==> src/rtl/prog_run_ctrl.sv <==
// Run controller that sequences the single-cycle core through one program run.
// It holds the core in reset while the start PC loads. It then counts RUN
// cycles until halt, waits a drain window and reports done, or reports timeout
// if the cycle cap is reached first.
module prog_run_ctrl #(
  parameter int PC_W       = 10,
  parameter int CNT_W      = 16,
  parameter int START0     = 0,
  parameter int START1     = 64,
  parameter int START2     = 128,
  parameter int START3     = 192,
  parameter int RST_CYCLES = 2,
  parameter int DRAIN      = 2,
  parameter int MAX_CYCLES = 500
) (
  input  logic             clk,
  input  logic             reset,
  input  logic             start,
  input  logic [1:0]       prog_sel,
  input  logic             abort,
  input  logic             halt,
  output logic             core_rst,
  output logic             pc_load,
  output logic [PC_W-1:0]  start_pc,
  output logic             done,
  output logic             timeout,
  output logic [CNT_W-1:0] cycle_count
);

  typedef enum logic [2:0] {
    ST_IDLE,
    ST_HOLD,
    ST_RUN,
    ST_DRAIN,
    ST_DONE,
    ST_TMO
  } state_t;

  localparam logic [CNT_W-1:0] LP_HOLD_INIT  = CNT_W'(RST_CYCLES - 1);
  localparam logic [CNT_W-1:0] LP_DRAIN_INIT = (DRAIN > 0) ? CNT_W'(DRAIN - 1) : '0;
  localparam logic [CNT_W-1:0] LP_MAX        = CNT_W'(MAX_CYCLES);

  state_t           r_state;
  logic             r_coreRst;
  logic             r_pcLoad;
  logic [PC_W-1:0]  r_startPc;
  logic             r_done;
  logic             r_timeout;
  logic [CNT_W-1:0] r_cycleCount;
  logic [CNT_W-1:0] r_wait;

  state_t           w_nextState;
  logic             w_nextCoreRst;
  logic             w_nextPcLoad;
  logic [PC_W-1:0]  w_nextStartPc;
  logic             w_nextDone;
  logic             w_nextTimeout;
  logic [CNT_W-1:0] w_nextCycleCount;
  logic [CNT_W-1:0] w_nextWait;
  logic [CNT_W-1:0] w_countInc;

  function automatic logic [PC_W-1:0] pcFor(input logic [1:0] sel);
    case (sel)
      2'd0:    pcFor = PC_W'(START0);
      2'd1:    pcFor = PC_W'(START1);
      2'd2:    pcFor = PC_W'(START2);
      default: pcFor = PC_W'(START3);
    endcase
  endfunction

  assign w_countInc = r_cycleCount + 1'b1;

  // Next-state and next-output logic; outputs are registered, so each branch describes the values seen after the edge.
  always_comb begin
    w_nextState      = r_state;
    w_nextCoreRst    = r_coreRst;
    w_nextPcLoad     = r_pcLoad;
    w_nextStartPc    = r_startPc;
    w_nextDone       = r_done;
    w_nextTimeout    = r_timeout;
    w_nextCycleCount = r_cycleCount;
    w_nextWait       = r_wait;

    case (r_state)
      ST_IDLE, ST_DONE, ST_TMO: begin
        if (start) begin
          w_nextState      = ST_HOLD;
          w_nextCoreRst    = 1'b1;
          w_nextPcLoad     = 1'b1;
          w_nextStartPc    = pcFor(prog_sel);
          w_nextDone       = 1'b0;
          w_nextTimeout    = 1'b0;
          w_nextCycleCount = '0;
          w_nextWait       = LP_HOLD_INIT;
        end
      end
      ST_HOLD: begin
        if (r_wait == '0) begin
          w_nextState   = ST_RUN;
          w_nextCoreRst = 1'b0;
          w_nextPcLoad  = 1'b0;
        end else begin
          w_nextWait = r_wait - 1'b1;
        end
      end
      ST_RUN: begin
        w_nextCycleCount = w_countInc;
        if (halt) begin
          if (DRAIN == 0) begin
            w_nextState   = ST_DONE;
            w_nextCoreRst = 1'b1;
            w_nextDone    = 1'b1;
          end else begin
            w_nextState = ST_DRAIN;
            w_nextWait  = LP_DRAIN_INIT;
          end
        end else if (w_countInc == LP_MAX) begin
          w_nextState   = ST_TMO;
          w_nextCoreRst = 1'b1;
          w_nextTimeout = 1'b1;
        end
      end
      ST_DRAIN: begin
        if (r_wait == '0) begin
          w_nextState   = ST_DONE;
          w_nextCoreRst = 1'b1;
          w_nextDone    = 1'b1;
        end else begin
          w_nextWait = r_wait - 1'b1;
        end
      end
      default: begin
        w_nextState   = ST_IDLE;
        w_nextCoreRst = 1'b1;
        w_nextPcLoad  = 1'b0;
      end
    endcase

    if (abort) begin
      w_nextState      = ST_IDLE;
      w_nextCoreRst    = 1'b1;
      w_nextPcLoad     = 1'b0;
      w_nextDone       = 1'b0;
      w_nextTimeout    = 1'b0;
      w_nextCycleCount = r_cycleCount;
      w_nextStartPc    = r_startPc;
      w_nextWait       = '0;
    end
  end

  // State and registered outputs, forced to idle values by the asynchronous reset.
  always_ff @(posedge clk or negedge reset) begin
    if (!reset) begin
      r_state      <= ST_IDLE;
      r_coreRst    <= 1'b1;
      r_pcLoad     <= 1'b0;
      r_startPc    <= '0;
      r_done       <= 1'b0;
      r_timeout    <= 1'b0;
      r_cycleCount <= '0;
      r_wait       <= '0;
    end else begin
      r_state      <= w_nextState;
      r_coreRst    <= w_nextCoreRst;
      r_pcLoad     <= w_nextPcLoad;
      r_startPc    <= w_nextStartPc;
      r_done       <= w_nextDone;
      r_timeout    <= w_nextTimeout;
      r_cycleCount <= w_nextCycleCount;
      r_wait       <= w_nextWait;
    end
  end

  assign core_rst    = r_coreRst;
  assign pc_load     = r_pcLoad;
  assign start_pc    = r_startPc;
  assign done        = r_done;
  assign timeout     = r_timeout;
  assign cycle_count = r_cycleCount;

endmodule

==> config.mk <==
export PLATFORM = sky130hd
export DESIGN_NAME = prog_run_ctrl
export DESIGN_NICKNAME = d
export VERILOG_FILES = /design/src/rtl/prog_run_ctrl.sv
export SDC_FILE = /design/constraint.sdc
export NUM_CORES = 1
export LEC_CHECK = 0
export BUFFER_PORTS_ARGS = -buffer_cell sky130_fd_sc_hd__buf_2
export CORE_UTILIZATION = 57
export CTS_CLUSTER_DIAMETER = 120
export DETAILED_ROUTE_END_ITERATION = 7
export PLACE_DENSITY = 0.88
export SLEW_MARGIN = 30
export SYNTH_ARGS = -nofsm -noshare
export SYNTH_HDL_FRONTEND = slang
export SYNTH_SLANG_ARGS = --single-unit
==> constraint.sdc <==
create_clock -name clk -period 3.2 [get_ports clk]
set_clock_uncertainty 0.05 [all_clocks]
set_input_delay 0 -clock clk [delete_from_list [all_inputs] [get_ports clk]]
set_output_delay 0 -clock clk [all_outputs]
set_load 0.02 [all_outputs]
### Word-level counts from Yosys, hierarchy flattened

Index checks and enable logic that the tools add are counted.
Widths: inputs -> output; s select.

* add/subtract/negate cells: 2
* eq/ne operators: 18
* multiplexer cells: 29
* bitwise logic cells: 1
* reduce and logical (&&, ||, !) cells: 18

Operators by type and width (number)
* $mux 16: 5
* $pmux 16 s3: 1
* $pmux 16 s2: 1
* $pmux 8 s3: 1
* $ne 3x3->1 const B: 7
* $mux 3: 6
* $add 16x1->16 const B: 1
* $eq 16x9->1 const B: 1
* $logic_not 16->1: 1
* $sub 16x1->16 const B: 1
* $pmux 3 s4: 1
* $reduce_and 3->1: 4
* $reduce_and 4->1: 3
* $mux 1: 10
* $eq 3x2->1 const B: 2
* $eq 3x3->1 const B: 2
* $reduce_bool 3->1: 2
* $reduce_and 5->1: 1
* $ne 4x4->1 const B: 1
* $pmux 1 s2: 2
* $pmux 1 s4: 1
* $reduce_bool 4->1: 1
* $reduce_or 2->1: 2
* $eq 3x1->1 const B: 1
* other kinds (10): 10

* flip-flop bits (word level): 49
* input bits: 7
* output and inout bits: 30
* logic and storage cells: 76

### Depth between registers and ports, before layout

Gate-level depths: netlist (run 1).

* word-level depth: 6
* depth in mapped cells: 9
* mapped depth without buffers: 8

### Worst setup path before layout (run 1)

Ideal clock, no wire load.

* path type: register to register
* start: register r_cycleCount[0] (netlist: cycle_count[0])
* end: register r_timeout (netlist: timeout)
* library setup time: 122 ps
* arrival time: 2116 ps
* required time: 3028 ps
* slack: 912 ps
* stages on the path, launching flop included: 8
* path buffers: 0
* clock period less this slack: 2288 ps
* cells stage by stage: dfrtp_1 -> ha_1 -> nand4_1 -> nor4_2 -> mux2_2 -> a41oi_1 -> nor3_1 -> a32o_1

* longest elaborated chain between the ends: 4

Ends and longest elaborated chain
* from (decl): RTL line 49 `logic [CNT_W-1:0] r_cycleCount;`
* from (signal assigned): RTL line 169 `r_cycleCount <= w_nextCycleCount;`
* $add 16x1->16: RTL line 71 `assign w_countInc = r_cycleCount + 1'b1;`
* $eq 16x9->1: RTL line 117 `end else if (w_countInc == LP_MAX) begin`
* $ne 3x3->1 (no source line)
* $reduce_and 4->1 (no source line)
* to (signal assigned): RTL line 168 `r_timeout <= w_nextTimeout;`
* to (decl): RTL line 48 `logic r_timeout;`

Every way passes these cells.
A chain may end at the register's enable or synchronous reset.

### Worst setup path in the final report (run 1)

* start: register r_cycleCount[2] (netlist: cycle_count[2])
* end: register r_state[0]

* longest elaborated chain between the ends: 4

Ends and longest elaborated chain
* $add 16x1->16: RTL line 71
* $eq 16x9->1: RTL line 117
* $ne 4x4->1 (no source line)
* $reduce_and 4->1 (no source line)
* to (signal assigned): RTL line 163 `r_state <= w_nextState;`
* to (decl): RTL line 43 `state_t r_state;`

Every way passes these cells.

==> metrics.log, run 1 <==
[metrics] Post-Route Hold Slack: 5.35 ps
[metrics] number of nets in the finished design: 326
[metrics] maximum vdd ir drop: 0.000343 V
[metrics] fraction of post-synthesis cell area in the top cell type by area: 0.391
[metrics] data arrival at the endpoint of the critical path: 2760 ps
[metrics] total wire length after detailed routing: 5.67 mm
[metrics] Synth Cell Area: 0.00256 sq mm
[metrics] power per unit of standard cell area: 689 mW/mm^2
[metrics] hold buffer count at CTS: 4
[metrics] most utilized layer in the global route result: met2
[metrics] fin crit share: 0.812
[metrics] sort of element at the end of the critical path: register
[metrics] EDFF count, synth: 0
[metrics] TritonCTS buffer count: 5
[metrics] worst min-delay path category: input pin to register
[metrics] endpoints failing hold: 0
[metrics] non-filler cells in the finished layout: 369
[metrics] RR Startpoint: cycle_count[2]$_DFFE_PN0P_
[metrics] met3 GRT Util: 0.0541
[metrics] Final GP Congestion: 0.850
[metrics] RR Endpoint: r_state[0]$_DFFE_PN0P_
[metrics] number of levels in the clock H-tree: 2
[metrics] setup-violating endpoint count in the final report: 0
[metrics] Slew headroom: 0.498
[metrics] flip-flop and latch count after synthesis: 41
[metrics] initial antenna violation count: 0
[metrics] Critical Path Fanout Max: 11
[metrics] cell accounting for the most synthesized area: sky130_fd_sc_hd__dfrtp_1
[metrics] library cells used by synthesis: 59
[metrics] DIE AREA: 0.00476 sq mm
[metrics] total setup buffers inserted after CTS: 0
[metrics] kind of cell adding the most delay to the critical path: simple AND/OR/NAND/NOR gates
[metrics] buffers plus inverters on the worst setup path: 0
[metrics] GRT met2 Usage: 0.393
[metrics] post-synthesis area per instance: 8.74 sq um
[metrics] maximum number of pins on one net before global-route repair: 42
[metrics] DR vias: 2268
[metrics] prevailing post-synth register cell: sky130_fd_sc_hd__dfrtp_1
[metrics] slowest library cell on the worst path: sky130_fd_sc_hd__nor3_2
[metrics] Final Util: 0.653
[metrics] share of final-layout standard cells stronger than drive strength 1: 0.174
[metrics] wire length per cell after detailed routing: 15.4 um
[metrics] clock period minus worst slack: 2600 ps
[metrics] most area-consuming cells after synthesis: sky130_fd_sc_hd__dfrtp_1 39%, sky130_fd_sc_hd__o21ai_0 6.1%, sky130_fd_sc_hd__nor2_1 4.7%
[metrics] Core Rows: 24
[metrics] leakage power summed over all cells: 0.00124 uW
[metrics] final-layout fill cell count: 353
[metrics] M1 GR Usage: 0.310
[metrics] overall die width: 69.0 um
[metrics] GR Overflow Total: 0
[metrics] die height: 69.0 um
[metrics] Clock Sinks: 41
[metrics] drt via density: 6.15
[metrics] area of placed instances: 0.00267 sq mm
[metrics] critical path class: register to register
[metrics] Residual DRC: 0
[metrics] number of diodes: 0
[metrics] number of instances in the placed design: 357
[metrics] status: finished, final reports clean
[metrics] reg-to-reg setup timing slack: 600 ps
[metrics] Fmax achieved: 0.385 GHz
[metrics] fraction of the yosys area taken by sequential cells: 0.401
[metrics] total routing usage reported by global routing: 0.242
[metrics] starting utilization of the core area: 0.592
[metrics] Syn Inst Count: 293
[metrics] Final Max Slew Viols: 0
[metrics] Max-Cap Viols: 0
[metrics] estimated wirelength of the detail-placed design: 3.84 mm
[metrics] Detailed Route Iter0 Violations: 200
[metrics] maximum root-to-sink buffer count: 2
[metrics] summed area of non-filler cells in the final layout: 0.00282 sq mm
[metrics] cells along the critical path: nand4_1 > nor3_2 > nand3_1 > a211o_1 > or3_1 > a211oi_2
[metrics] PortBufs: 28
[metrics] setup repair after global routing missed its margin: no
[metrics] Setup Total Neg Slack: 0 ps
[metrics] CTS tree: done
[metrics] Critical Path Start: cycle_count[2]$_DFFE_PN0P_
[metrics] wire length of the first global-routing pass: 9.44 mm
[metrics] number of gates resized after CTS: 0
[metrics] Worst Max-Slew Pin Slew: 746 ps
[metrics] Worst Reg-to-Reg Cells: 6
[metrics] post-CTS clock slew at the launch and capture registers of the worst setup and hold paths: 80 ps
[metrics] detailed-router iteration count before antenna repair: 4
[metrics] data required time of the critical path: 3360 ps
[metrics] logic depth of the worst setup path including buffers: 6
[metrics] P&R area growth vs syn: 10.3%
[metrics] count of warnings emitted by yosys: 0
[metrics] Post-DRT Antenna Nets: 0
[metrics] Worst Setup Start Kind: register
[metrics] top-level port count: 37
[metrics] stage delay of the slowest cell on the critical path: 590 ps
[metrics] vias in the first global route: 2106
[metrics] end point of the critical path: r_state[0]$_DFFE_PN0P_
[metrics] clock insertion delay at the later pin of the skew report: 300 ps
[metrics] Clock Tree Root: sky130_fd_sc_hd__clkbuf_8
[metrics] post-synthesis async set-or-reset flop share: 1.00
[metrics] floorplan core area: 0.00432 sq mm
==> worst min-delay path, stage by stage <==
cell	delay, ps
sky130_fd_sc_hd__buf_2	130
sky130_fd_sc_hd__o21bai_1	150
sky130_fd_sc_hd__o21ai_1	80
==> routing by layer <==
metal	routed length, um	up-vias
met1	2460	1077
li1	-	1095
met3	345	11
met2	2750	85
met4	108	0
met5	0	-
==> cells in the final DEF (no fill, tap or decap), types with 2 or more instances in the layout <==
cell type | Yosys | final
sky130_fd_sc_hd__dfrtp_1 | 40 | 40
sky130_fd_sc_hd__inv_1 | 6 | 6
sky130_fd_sc_hd__xnor2_1 | 13 | 13
sky130_fd_sc_hd__and3_1 | 3 | 3
sky130_fd_sc_hd__nand3_1 | 11 | 11
sky130_fd_sc_hd__o41ai_1 | 2 | 2
sky130_fd_sc_hd__buf_4 | 10 | 4
sky130_fd_sc_hd__ha_1 | 3 | 3
sky130_fd_sc_hd__a21oi_1 | 12 | 12
sky130_fd_sc_hd__o21ai_1 | 3 | 3
sky130_fd_sc_hd__o211ai_1 | 2 | 2
sky130_fd_sc_hd__nor2_1 | 32 | 32
sky130_fd_sc_hd__dlygate4sd3_1 | 0 | 4
sky130_fd_sc_hd__nand2_1 | 17 | 17
sky130_fd_sc_hd__o21ai_0 | 31 | 31
sky130_fd_sc_hd__or2_2 | 3 | 3
sky130_fd_sc_hd__nor4_1 | 6 | 6
sky130_fd_sc_hd__nor4b_1 | 3 | 3
sky130_fd_sc_hd__o31ai_1 | 2 | 2
sky130_fd_sc_hd__a32o_1 | 2 | 2
sky130_fd_sc_hd__a31oi_1 | 4 | 4
sky130_fd_sc_hd__nand2b_1 | 6 | 6
sky130_fd_sc_hd__mux2_2 | 3 | 3
sky130_fd_sc_hd__a211oi_2 | 2 | 2
sky130_fd_sc_hd__or3_1 | 5 | 5
sky130_fd_sc_hd__conb_1 | 1 | 8
sky130_fd_sc_hd__clkbuf_8 | 0 | 5
sky130_fd_sc_hd__or4_1 | 2 | 2
sky130_fd_sc_hd__nand4_1 | 7 | 7
sky130_fd_sc_hd__and2_1 | 3 | 3
sky130_fd_sc_hd__xor2_1 | 4 | 4
sky130_fd_sc_hd__nor4_2 | 2 | 2
sky130_fd_sc_hd__nor3_1 | 12 | 12
sky130_fd_sc_hd__buf_2 | 3 | 27
==> cell usage after synthesis, types with 2 or more instances <==
library cell               instances
sky130_fd_sc_hd__clkbuf_1         12
sky130_fd_sc_hd__ha_1              3
sky130_fd_sc_hd__or4_1             2
sky130_fd_sc_hd__nand2b_1          6
sky130_fd_sc_hd__xnor2_1          13
sky130_fd_sc_hd__nand3_1          11
sky130_fd_sc_hd__inv_1             6
sky130_fd_sc_hd__xor2_1            4
sky130_fd_sc_hd__nand4_1           7
sky130_fd_sc_hd__o21ai_1           3
sky130_fd_sc_hd__a211oi_2          2
sky130_fd_sc_hd__a32o_1            2
sky130_fd_sc_hd__and2_1            3
sky130_fd_sc_hd__or2_2             3
sky130_fd_sc_hd__a21oi_1          12
sky130_fd_sc_hd__o211ai_1          2
sky130_fd_sc_hd__nor4_1            6
sky130_fd_sc_hd__dfrtp_1          40
sky130_fd_sc_hd__nor4b_1           3
sky130_fd_sc_hd__o41ai_1           2
sky130_fd_sc_hd__a31oi_1           4
sky130_fd_sc_hd__o21ai_0          31
sky130_fd_sc_hd__nand2_1          17
sky130_fd_sc_hd__and3_1            3
sky130_fd_sc_hd__nor3_1           12
sky130_fd_sc_hd__nor4_2            2
sky130_fd_sc_hd__buf_4            10
sky130_fd_sc_hd__o31ai_1           2
sky130_fd_sc_hd__nor2_1           32
sky130_fd_sc_hd__or3_1             5
sky130_fd_sc_hd__mux2_2            3
sky130_fd_sc_hd__buf_2             3
==> worst min-delay path by stage <==
stage	start	end	slack (ps)	depth (start not counted)
floorplan	reset	cycle_count[0]$_DFFE_PN0P_	-350	0
global placement	reset	r_wait[13]$_DFFE_PN0P_	110	1
detailed placement	reset	r_wait[11]$_DFFE_PN0P_	130	1
CTS	halt	core_rst$_DFFE_PN1P_	0.7	3
global route	halt	core_rst$_DFFE_PN1P_	50	3
finish	halt	core_rst$_DFFE_PN1P_	5	3
==> cell families after synthesis <==
group	after synthesis	share of synthesized area
simple gates	122	0.265
compound gates	73	0.179
flops	41	0.401
buf+inv	32	0.0635
xor+xnor	17	0.0582
mux	4	0.0171
fa+ha+maj	3	0.0147
other cells	1	0.00146
==> through the flow <==
stage | total power [uW] | setup slack [ps]
2_1_floorplan | 1360 | 912
3_3_place_gp | 1490 | 785
3_5_place_dp | 1530 | 653
4_1_cts | 1950 | 613
5_1_grt | 2070 | 397
6_report | 1950 | 602
==> cell type report <==
| cell class | instances | area, sq um | area share |
|---|---|---|---|
| Clock inverter | 2 | 35.0 | 0.0124 |
| Multi-Input combinational cell | 227 | 1400 | 0.494 |
| Tap cell | 52 | 65.1 | 0.0230 |
| Timing Repair Buffer | 35 | 205 | 0.0727 |
| Inverter | 6 | 22.5 | 0.00798 |
| Sequential cell | 41 | 1030 | 0.364 |
| Clock buffer | 6 | 72.6 | 0.0257 |
==> registers in the layout (all words and copies together), names as in the netlist <==
| name | flops |
|---|---|
| cycle_count | 16 |
| done | 1 |
| pc_load | 1 |
| r_wait | 16 |
| timeout | 1 |
| core_rst | 1 |
| start_pc | 2 |
| r_state | 3 |
==> power breakdown <==
group	switching, uW	internal [uW]
logic	465	355
registers	105	607
clock network	183	232
total	752	1190
(Power assumes the default switching activity.)
==> run 2: changes to the inputs <==
--- a/config.mk
+++ b/config.mk
@@ -5,11 +5,12 @@
 export SDC_FILE = /design/constraint.sdc
 export NUM_CORES = 1
 export LEC_CHECK = 0
+export ABC_AREA = 1
 export BUFFER_PORTS_ARGS = -buffer_cell sky130_fd_sc_hd__buf_2
 export CORE_UTILIZATION = 57
 export CTS_CLUSTER_DIAMETER = 120
 export DETAILED_ROUTE_END_ITERATION = 7
-export PLACE_DENSITY = 0.88
+export PLACE_DENSITY = 0.87
 export SLEW_MARGIN = 30
 export SYNTH_ARGS = -nofsm -noshare
 export SYNTH_HDL_FRONTEND = slang
==> constraint.sdc (replaced) <==
create_clock -name clk -period 2.6 [get_ports clk]
set_clock_uncertainty 0.05 [all_clocks]
set_input_delay 0 -clock clk [delete_from_list [all_inputs] [get_ports clk]]
set_output_delay 0 -clock clk [all_outputs]
set_load 0.02 [all_outputs]
==> run 2 against run 1 <==
  * Combinational power up 93%
  * Non-clock buffer count decreased by 2
  * Global-route usage increased by 2.6 points
  * First-iteration DRC count decreased by 21%
  * Critical path type unchanged
  * Largest cell class unchanged
==> metrics.log, run 2 <==
[metrics] starting utilization of the core area: 0.598 (was 0.592)
[metrics] estimated wirelength of the detail-placed design: 4.41 mm (was 3.84 mm)
[metrics] TritonCTS buffer count: 5 (unchanged)
[metrics] vias in the first global route: 2385 (was 2106)
[metrics] EDFF count, synth: 0 (unchanged)
[metrics] maximum root-to-sink buffer count: 2 (unchanged)
[metrics] most area-consuming cells after synthesis: sky130_fd_sc_hd__dfrtp_1 38%, sky130_fd_sc_hd__nand2_1 11%, sky130_fd_sc_hd__inv_1 5.0% (was sky130_fd_sc_hd__dfrtp_1 39%, sky130_fd_sc_hd__o21ai_0 6.1%, sky130_fd_sc_hd__nor2_1 4.7%)
[metrics] number of gates resized after CTS: 0 (unchanged)
[metrics] Syn Inst Count: 344 (was 293)
[metrics] number of levels in the clock H-tree: 2 (unchanged)
[metrics] top library cells by usage in the layout, fill and taps aside: 79 x sky130_fd_sc_hd__nand2_1, 40 x sky130_fd_sc_hd__dfrtp_1, 35 x sky130_fd_sc_hd__inv_1, 34 x sky130_fd_sc_hd__nor2_1, 27 x sky130_fd_sc_hd__buf_2 (was 40 x sky130_fd_sc_hd__dfrtp_1, 32 x sky130_fd_sc_hd__nor2_1, 31 x sky130_fd_sc_hd__o21ai_0, 27 x sky130_fd_sc_hd__buf_2, 17 x sky130_fd_sc_hd__nand2_1)
[metrics] Worst Max-Slew Pin Slew: 606 ps (was 746 ps)
[metrics] Final GP Congestion: 0.882 (was 0.850)
[metrics] count of warnings emitted by yosys: 0 (unchanged)
[metrics] number of diodes: 0 (unchanged)
[metrics] share of final-layout standard cells stronger than drive strength 1: 0.218 (was 0.174)
[metrics] Synth Cell Area: 0.00262 sq mm (was 0.00256 sq mm)
[metrics] total routing usage reported by global routing: 0.268 (was 0.242)
[metrics] leakage power summed over all cells: 0.00138 uW (was 0.00124 uW)
[metrics] total setup buffers inserted after CTS: 0 (unchanged)
[metrics] count leader, synth: sky130_fd_sc_hd__nand2_1 (was sky130_fd_sc_hd__dfrtp_1)
[metrics] wire length per cell after detailed routing: 14.3 um (was 15.4 um)
[metrics] clock period minus worst slack: 2130 ps (was 2600 ps)
[metrics] Post-DRT Antenna Nets: 0 (unchanged)
[metrics] Critical Path Fanout Max: 16 (was 11)
[metrics] post-CTS clock slew at the launch and capture registers of the worst setup and hold paths: 90 ps (was 80 ps)
[metrics] power per unit of standard cell area: 1020 mW/mm^2 (was 689 mW/mm^2)
[metrics] Clock Tree Root: sky130_fd_sc_hd__clkbuf_8 (unchanged)
[metrics] DIE AREA: 0.00488 sq mm (was 0.00476 sq mm)
[metrics] maximum number of pins on one net before global-route repair: 42 (unchanged)
[metrics] data arrival at the endpoint of the critical path: 2230 ps (was 2760 ps)
[metrics] GR Overflow Total: 0 (unchanged)
[metrics] wire length of the first global-routing pass: 10.4 mm (was 9.44 mm)
[metrics] Residual DRC: 0 (unchanged)
[metrics] floorplan core area: 0.00438 sq mm (was 0.00432 sq mm)
[metrics] library cells used by synthesis: 36 (was 59)
[metrics] Clock Sinks: 41 (unchanged)
[metrics] DR vias: 2469 (was 2268)
[metrics] die height: 69.8 um (was 69.0 um)
[metrics] Slew headroom: 0.593 (was 0.498)
[metrics] PortBufs: 28 (unchanged)
[metrics] status: finished, final reports clean (unchanged)
[metrics] cells along the critical path: inv_1 > ha_1 > nand2_1 > nor4_4 > buf_4 > nand2_2 > nand3_2 > nand2_4 > nand2_1 > xor2_1 > nor2_1 (was nand4_1 > nor3_2 > nand3_1 > a211o_1 > or3_1 > a211oi_2)
[metrics] fraction of post-synthesis cell area in the top cell type by area: 0.381 (was 0.391)
[metrics] post-synthesis async set-or-reset flop share: 1.00 (unchanged)
[metrics] most common library cells after synthesis: 79 x sky130_fd_sc_hd__nand2_1, 40 x sky130_fd_sc_hd__dfrtp_1, 35 x sky130_fd_sc_hd__inv_1, 34 x sky130_fd_sc_hd__nor2_1, 25 x sky130_fd_sc_hd__nand3_1 (was 40 x sky130_fd_sc_hd__dfrtp_1, 32 x sky130_fd_sc_hd__nor2_1, 31 x sky130_fd_sc_hd__o21ai_0, 17 x sky130_fd_sc_hd__nand2_1, 13 x sky130_fd_sc_hd__xnor2_1)
[metrics] data required time of the critical path: 2700 ps (was 3360 ps)
[metrics] Final Max Slew Viols: 0 (unchanged)
[metrics] initial antenna violation count: 0 (unchanged)
[metrics] setup-violating endpoint count in the final report: 0 (unchanged)
[metrics] top-level port count: 37 (unchanged)
[metrics] critical path class: register to register (unchanged)
[metrics] overall die width: 69.8 um (was 69.0 um)
[metrics] Detailed Route Iter0 Violations: 159 (was 200)
[metrics] flip-flop and latch count after synthesis: 41 (unchanged)
[metrics] post-synthesis area per instance: 7.63 sq um (was 8.74 sq um)
[metrics] maximum vdd ir drop: 0.000705 V (was 0.000343 V)
[metrics] Fmax achieved: 0.470 GHz (was 0.385 GHz)
[metrics] fin crit share: 0.818 (was 0.812)
[metrics] Core Rows: 24 (unchanged)
[metrics] most common cell after layout, fill and taps aside: sky130_fd_sc_hd__nand2_1 (was sky130_fd_sc_hd__dfrtp_1)
[metrics] Worst Setup Start Kind: register (unchanged)
[metrics] final-layout fill cell count: 358 (was 353)
[metrics] summed area of non-filler cells in the final layout: 0.00291 sq mm (was 0.00282 sq mm)
[metrics] endpoints failing hold: 0 (unchanged)
[metrics] most frequent cell on the critical path: sky130_fd_sc_hd__nand2_1
[metrics] sort of element at the end of the critical path: register (unchanged)
[metrics] fraction of the yosys area taken by sequential cells: 0.392 (was 0.401)
[metrics] Max-Cap Viols: 0 (unchanged)
[metrics] Setup Total Neg Slack: 0 ps (unchanged)
[metrics] prevailing post-synth register cell: sky130_fd_sc_hd__dfrtp_1 (unchanged)
[metrics] total wire length after detailed routing: 6.19 mm (was 5.67 mm)
[metrics] stage delay of the slowest cell on the critical path: 420 ps (was 590 ps)
[metrics] slowest library cell on the worst path: sky130_fd_sc_hd__dfrtp_1 (was sky130_fd_sc_hd__nor3_2)
[metrics] drt via density: 5.70 (was 6.15)
[metrics] detailed-router iteration count before antenna repair: 5 (was 4)
[metrics] setup repair after global routing missed its margin: no (unchanged)
[metrics] area of placed instances: 0.00279 sq mm (was 0.00267 sq mm)
[metrics] worst min-delay path category: input pin to register (unchanged)
[metrics] number of nets in the finished design: 390 (was 326)
[metrics] clock insertion delay at the later pin of the skew report: 290 ps (was 300 ps)
[metrics] cell accounting for the most synthesized area: sky130_fd_sc_hd__dfrtp_1 (unchanged)
[metrics] P&R area growth vs syn: 11.1% (was 10.3%)
[metrics] CTS tree: done (unchanged)
==> run 2: cell count changes after synthesis, sizes merged, moves of 11 or more <==
cell,previous run,this run
xnor2,13,0
clkbuf,13,2
inv,6,42
nor2,32,45
nand2,17,93
nand3,12,31
==> run 2: final cells by class <==
cell class              count  area [sq um]  area share
repair buffers             33           188      0.0644
well taps                  52          65.1      0.0223
clock buffers               8          90.1      0.0309
multi-input cells         256          1380       0.474
inverters                  43           161      0.0554
flip-flops and latches     41          1030       0.353
==> run 2: routing by layer <==
metal,vias up,part of all wire,track usage
met3,14,0.057,0.0509
met1,1183,0.44,0.366
met2,92,0.48,0.427
li1,1180,-,-
met5,-,0,0
met4,0,0.016,0.0933
==> run 2: worst max-delay path: cells and delay by family, from the launching register on <==
family | cells | cell delay [ps]
DFF | 1 | 420
buffers and inverters | 2 | 330
and+or+nand+nor | 7 | 840
xor gates and xnor gates | 1 | 170
adders and majority gates | 1 | 210
==> run 2: kinds of logic (layout without fill, tap and decap cells) <==
group | Yosys count | in the layout | synth area share
buffers and inverters | 54 | 84 | 0.0916
and+or+nand+nor | 190 | 190 | 0.365
xor gates and xnor gates | 5 | 5 | 0.0167
AOI/OAI and AO/OA | 48 | 48 | 0.111
other | 1 | 8 | 0.00143
adders and majority gates | 3 | 3 | 0.0143
DFF | 41 | 41 | 0.392
muxes | 2 | 2 | 0.00858
==> run 2: repair_timing <==
item                                   CTS  global route
endpoints found under the hold margin   42             0
setup endpoints to repair                0             0
hold buffers                             3             0
==> run 2: metrics by stage <==
stage | setup slack (ps) | utilization | std cells | hold slack, ps | total power (uW)
6_report | 473 | 0.665 | 433 | 16.3 | 2980
4_1_cts | 503 | 0.664 | 433 | 22.8 | 2960
3_5_place_dp | 539 | 0.637 | 422 | 146 | 2510
2_1_floorplan | 646 | - | 351 | -346 | 2170
3_3_place_gp | 552 | 0.637 | 422 | 131 | 2460
5_1_grt | 329 | 0.665 | 433 | 62.6 | 3220
==> run 2: path summary, 6_finish.rpt <==
path | start | to | slack (ps) | cells after the start
min | start | pc_load$_DFFE_PN0P_ | 20 | 3
max in group asynchronous | reset | core_rst$_DFFE_PN1P_ | 1940 | 2
min reg2reg | core_rst$_DFFE_PN1P_ | core_rst$_DFFE_PN1P_ | 430 | 2
min in group asynchronous | reset | r_wait[6]$_DFFE_PN0P_ | 180 | 2
max reg2reg | r_wait[0]$_DFFE_PN0P_ | r_wait[5]$_DFFE_PN0P_ | 470 | 11
max | r_wait[0]$_DFFE_PN0P_ | r_wait[5]$_DFFE_PN0P_ | 470 | 11
==> run 2: power breakdown <==
group / switching, uW / internal [uW] / leakage [uW]
registers: 161 / 807 / 0.000553
logic: 1060 / 526 / 0.000783
clock network: 218 / 217 / 0.0000455
==> run 3: changes to the inputs <==
--- a/config.mk
+++ b/config.mk
@@ -7,10 +7,10 @@
 export LEC_CHECK = 0
 export ABC_AREA = 1
 export BUFFER_PORTS_ARGS = -buffer_cell sky130_fd_sc_hd__buf_2
-export CORE_UTILIZATION = 57
+export CORE_UTILIZATION = 52
 export CTS_CLUSTER_DIAMETER = 120
 export DETAILED_ROUTE_END_ITERATION = 7
-export PLACE_DENSITY = 0.87
+export PLACE_DENSITY = 0.84
 export SLEW_MARGIN = 30
 export SYNTH_ARGS = -nofsm -noshare
 export SYNTH_HDL_FRONTEND = slang
==> constraint.sdc (replaced) <==
create_clock -name clk -period 1.9 [get_ports clk]
set_clock_uncertainty 0.05 [all_clocks]
set_input_delay 0 -clock clk [delete_from_list [all_inputs] [get_ports clk]]
set_output_delay 0 -clock clk [all_outputs]
set_load 0.02 [all_outputs]
==> run 3 against run 2 <==
  * Setup slack got worse by 460 ps
  * Largest cell class unchanged
  * Non-clock buffer count increased by 17
  * Sequential power increased by 37%
  * Clock power increased by 40%
  * Global-route usage decreased by 2.1 points
  * Flip-flop and latch count unchanged
  * Combinational power increased by 65%
  * Routed wire length increased by 4.3%
  * Critical path depth increased by 3
==> metrics.log, run 3 (synthesis gave the netlist of run 2 again) <==
[metrics] estimated wirelength of the detail-placed design: 4.49 mm (was 4.41 mm)
[metrics] Clock Sinks: 41 (unchanged)
[metrics] DR vias: 2473 (was 2469)
[metrics] maximum root-to-sink buffer count: 2 (unchanged)
[metrics] post-CTS clock slew at the launch and capture registers of the worst setup and hold paths: 80 ps (was 90 ps)
[metrics] sw frac: 0.469 (was 0.481)
[metrics] Final GP Congestion: 0.881 (was 0.882)
[metrics] sw power: 2130 uW (was 1440 uW)
[metrics] maximum number of pins on one net before global-route repair: 18 (was 42)
[metrics] total routing usage reported by global routing: 0.247 (was 0.268)
[metrics] Worst Setup Start Kind: register (unchanged)
[metrics] Fmax achieved: 0.529 GHz (was 0.470 GHz)
[metrics] maximum vdd ir drop: 0.000879 V (was 0.000705 V)
[metrics] TritonCTS buffer count: 5 (unchanged)
[metrics] most common cell after layout, fill and taps aside: sky130_fd_sc_hd__nand2_1 (unchanged)
[metrics] floorplan core area: 0.00479 sq mm (was 0.00438 sq mm)
[metrics] drt via density: 5.32 (was 5.70)
[metrics] number of nets in the finished design: 407 (was 390)
[metrics] Post-DRT Antenna Nets: 0 (unchanged)
[metrics] share of final-layout standard cells stronger than drive strength 1: 0.299 (was 0.218)
[metrics] sequential share of power: 0.292 (was 0.324)
[metrics] Max-Cap Viols: 0 (unchanged)
[metrics] CTS tree: done (unchanged)
[metrics] data required time of the critical path: 2100 ps (was 2700 ps)
[metrics] fin crit share: 0.994 (was 0.818)
[metrics] GR Overflow Total: 0 (unchanged)
[metrics] hold_sp: start (unchanged)
[metrics] Core Rows: 25 (was 24)
[metrics] detailed-router iteration count before antenna repair: 4 (was 5)
[metrics] setup repair after global routing missed its margin: yes (was no)
[metrics] number of levels in the clock H-tree: 2 (unchanged)
[metrics] data arrival at the endpoint of the critical path: 2090 ps (was 2230 ps)
[metrics] overall die width: 73.0 um (was 69.8 um)
[metrics] vias in the first global route: 2250 (was 2385)
[metrics] worst min-delay path category: input pin to register (unchanged)
[metrics] power per unit of standard cell area: 1440 mW/mm^2 (was 1020 mW/mm^2)
[metrics] Detailed Route Iter0 Violations: 224 (was 159)
[metrics] die height: 73.0 um (was 69.8 um)
[metrics] Setup Total Neg Slack: 0 ps (unchanged)
[metrics] Critical Path Start: cycle_count[0]$_DFFE_PN0P_ (was r_wait[0]$_DFFE_PN0P_)
[metrics] Comb pwr share: 0.574 (was 0.530)
[metrics] P&R area growth vs syn: 19.7% (was 11.1%)
[metrics] wire length per cell after detailed routing: 13.9 um (was 14.3 um)
[metrics] endpoints failing hold: 0 (unchanged)
[metrics] total wire length after detailed routing: 6.46 mm (was 6.19 mm)
[metrics] leakage power summed over all cells: 0.00146 uW (was 0.00138 uW)
[metrics] summed area of non-filler cells in the final layout: 0.00314 sq mm (was 0.00291 sq mm)
[metrics] Clock Tree Root: sky130_fd_sc_hd__clkbuf_8 (unchanged)
[metrics] Post-Route Hold Slack: 24.1 ps (was 16.3 ps)
[metrics] RR Startpoint: cycle_count[0]$_DFFE_PN0P_ (was r_wait[0]$_DFFE_PN0P_)
[metrics] Critical Path Fanout Max: 5 (was 16)
[metrics] sort of element at the end of the critical path: register (unchanged)
[metrics] area of placed instances: 0.00291 sq mm (was 0.00279 sq mm)
[metrics] number of instances in the placed design: 450 (was 422)
[metrics] setup-violating endpoint count in the final report: 0 (unchanged)
[metrics] initial antenna violation count: 0 (unchanged)
[metrics] wire length of the first global-routing pass: 10.0 mm (was 10.4 mm)
[metrics] clock period minus worst slack: 1890 ps (was 2130 ps)
[metrics] DIE AREA: 0.00533 sq mm (was 0.00488 sq mm)
[metrics] starting utilization of the core area: 0.548 (was 0.598)
[metrics] Residual DRC: 0 (unchanged)
[metrics] top-level port count: 37 (unchanged)
[metrics] clock insertion delay at the later pin of the skew report: 300 ps (was 290 ps)
[metrics] final-layout fill cell count: 391 (was 358)
[metrics] PortBufs: 28 (unchanged)
[metrics] number of diodes: 0 (unchanged)
[metrics] Int Pwr: 2410 uW (was 1550 uW)
[metrics] top library cells by usage in the layout, fill and taps aside: 74 x sky130_fd_sc_hd__nand2_1, 36 x sky130_fd_sc_hd__dfrtp_1, 33 x sky130_fd_sc_hd__inv_1, 29 x sky130_fd_sc_hd__nor2_1, 28 x sky130_fd_sc_hd__buf_2 (was 79 x sky130_fd_sc_hd__nand2_1, 40 x sky130_fd_sc_hd__dfrtp_1, 35 x sky130_fd_sc_hd__inv_1, 34 x sky130_fd_sc_hd__nor2_1, 27 x sky130_fd_sc_hd__buf_2)
[metrics] fraction of power consumed by the clock network: 0.134 (was 0.146)
[metrics] non-filler cells in the finished layout: 465 (was 433)
[metrics] Final Max Slew Viols: 0 (unchanged)
[metrics] status: finished, final reports clean (unchanged)
[metrics] critical path class: register to register (unchanged)
## run 3: cell count changes in the layout (fill, tap and decap cells not counted), sizes merged
cell  previous run  this run
buf             30        47
## run 3: final cells by class
type,instances,area (sq um),area share
repair buffers,50,313,0.0996
clock buffers,8,90.1,0.0287
multi-input cells,256,1460,0.465
well taps,67,83.8,0.0267
flip-flops and latches,41,1030,0.329
inverters,43,161,0.0514
## run 3: final timing paths
check | end | slack [ps] | cells past startpoint
max in group asynchronous | r_wait[14]$_DFFE_PN0P_ | 1140 | 3
max | core_rst$_DFFE_PN1P_ | 10 | 14
min in group asynchronous | cycle_count[3]$_DFFE_PN0P_ | 100 | 2
min | pc_load$_DFFE_PN0P_ | 20 | 3
max reg2reg | core_rst$_DFFE_PN1P_ | 10 | 14
min reg2reg | pc_load$_DFFE_PN0P_ | 430 | 2
## run 3: power groups by stage
stage / logic [uW] / clock network, uW / registers [uW]
2_1_floorplan: 1600 / 0 / 1370
3_3_place_gp: 2240 / 0 / 1310
3_5_place_dp: 2300 / 0 / 1310
4_1_cts: 2320 / 611 / 1300
5_1_grt: 2870 / 641 / 1350
6_report: 2600 / 608 / 1330
## run 3: metrics by stage
step           total power, uW  utilization  setup slack (ps)
4_1_cts                   4230        0.634              4.07
3_5_place_dp              3610        0.608             -3.41
2_1_floorplan             2980            -              32.1
3_3_place_gp              3550        0.608              41.3
5_1_grt                   4860        0.656             -64.0
6_report                  4540        0.656              11.0
## run 3: worst max-delay path, stage by stage (launching register included)
cell and delay [ps]:
sky130_fd_sc_hd__dfrtp_2 390, sky130_fd_sc_hd__ha_4 180, sky130_fd_sc_hd__nand2_4 70, sky130_fd_sc_hd__nor2_4 180, sky130_fd_sc_hd__nand2_1 80, sky130_fd_sc_hd__nand2_1 90
sky130_fd_sc_hd__nand2_2 60, sky130_fd_sc_hd__nor2_2 100, sky130_fd_sc_hd__nand3_2 110, sky130_fd_sc_hd__nor2_4 120, sky130_fd_sc_hd__nand2_2 70, sky130_fd_sc_hd__nand2_4 70
sky130_fd_sc_hd__buf_4 110, sky130_fd_sc_hd__nand3_1 80, sky130_fd_sc_hd__nand2_1 80
## run 3: repair_timing
action / in CTS / in global routing
resized for setup: 1 / 23
pin swaps: 0 / 5
hold buffers: 3 / 0
hold endpoints to repair: 43 / 0
setup buffers: 0 / 4
endpoints found under the setup margin: 2 / 18
## run 3: metal layers
metal | GRT usage | vias to the layer above | part of all wire | wire length (um)
met1 | 0.342 | 1149 | 0.43 | 2790
met4 | 0.0871 | 0 | 0.019 | 123
li1 | - | 1222 | - | -
met2 | 0.389 | 88 | 0.49 | 3190
met3 | 0.0428 | 14 | 0.056 | 362
met5 | 0 | - | 0 | 0
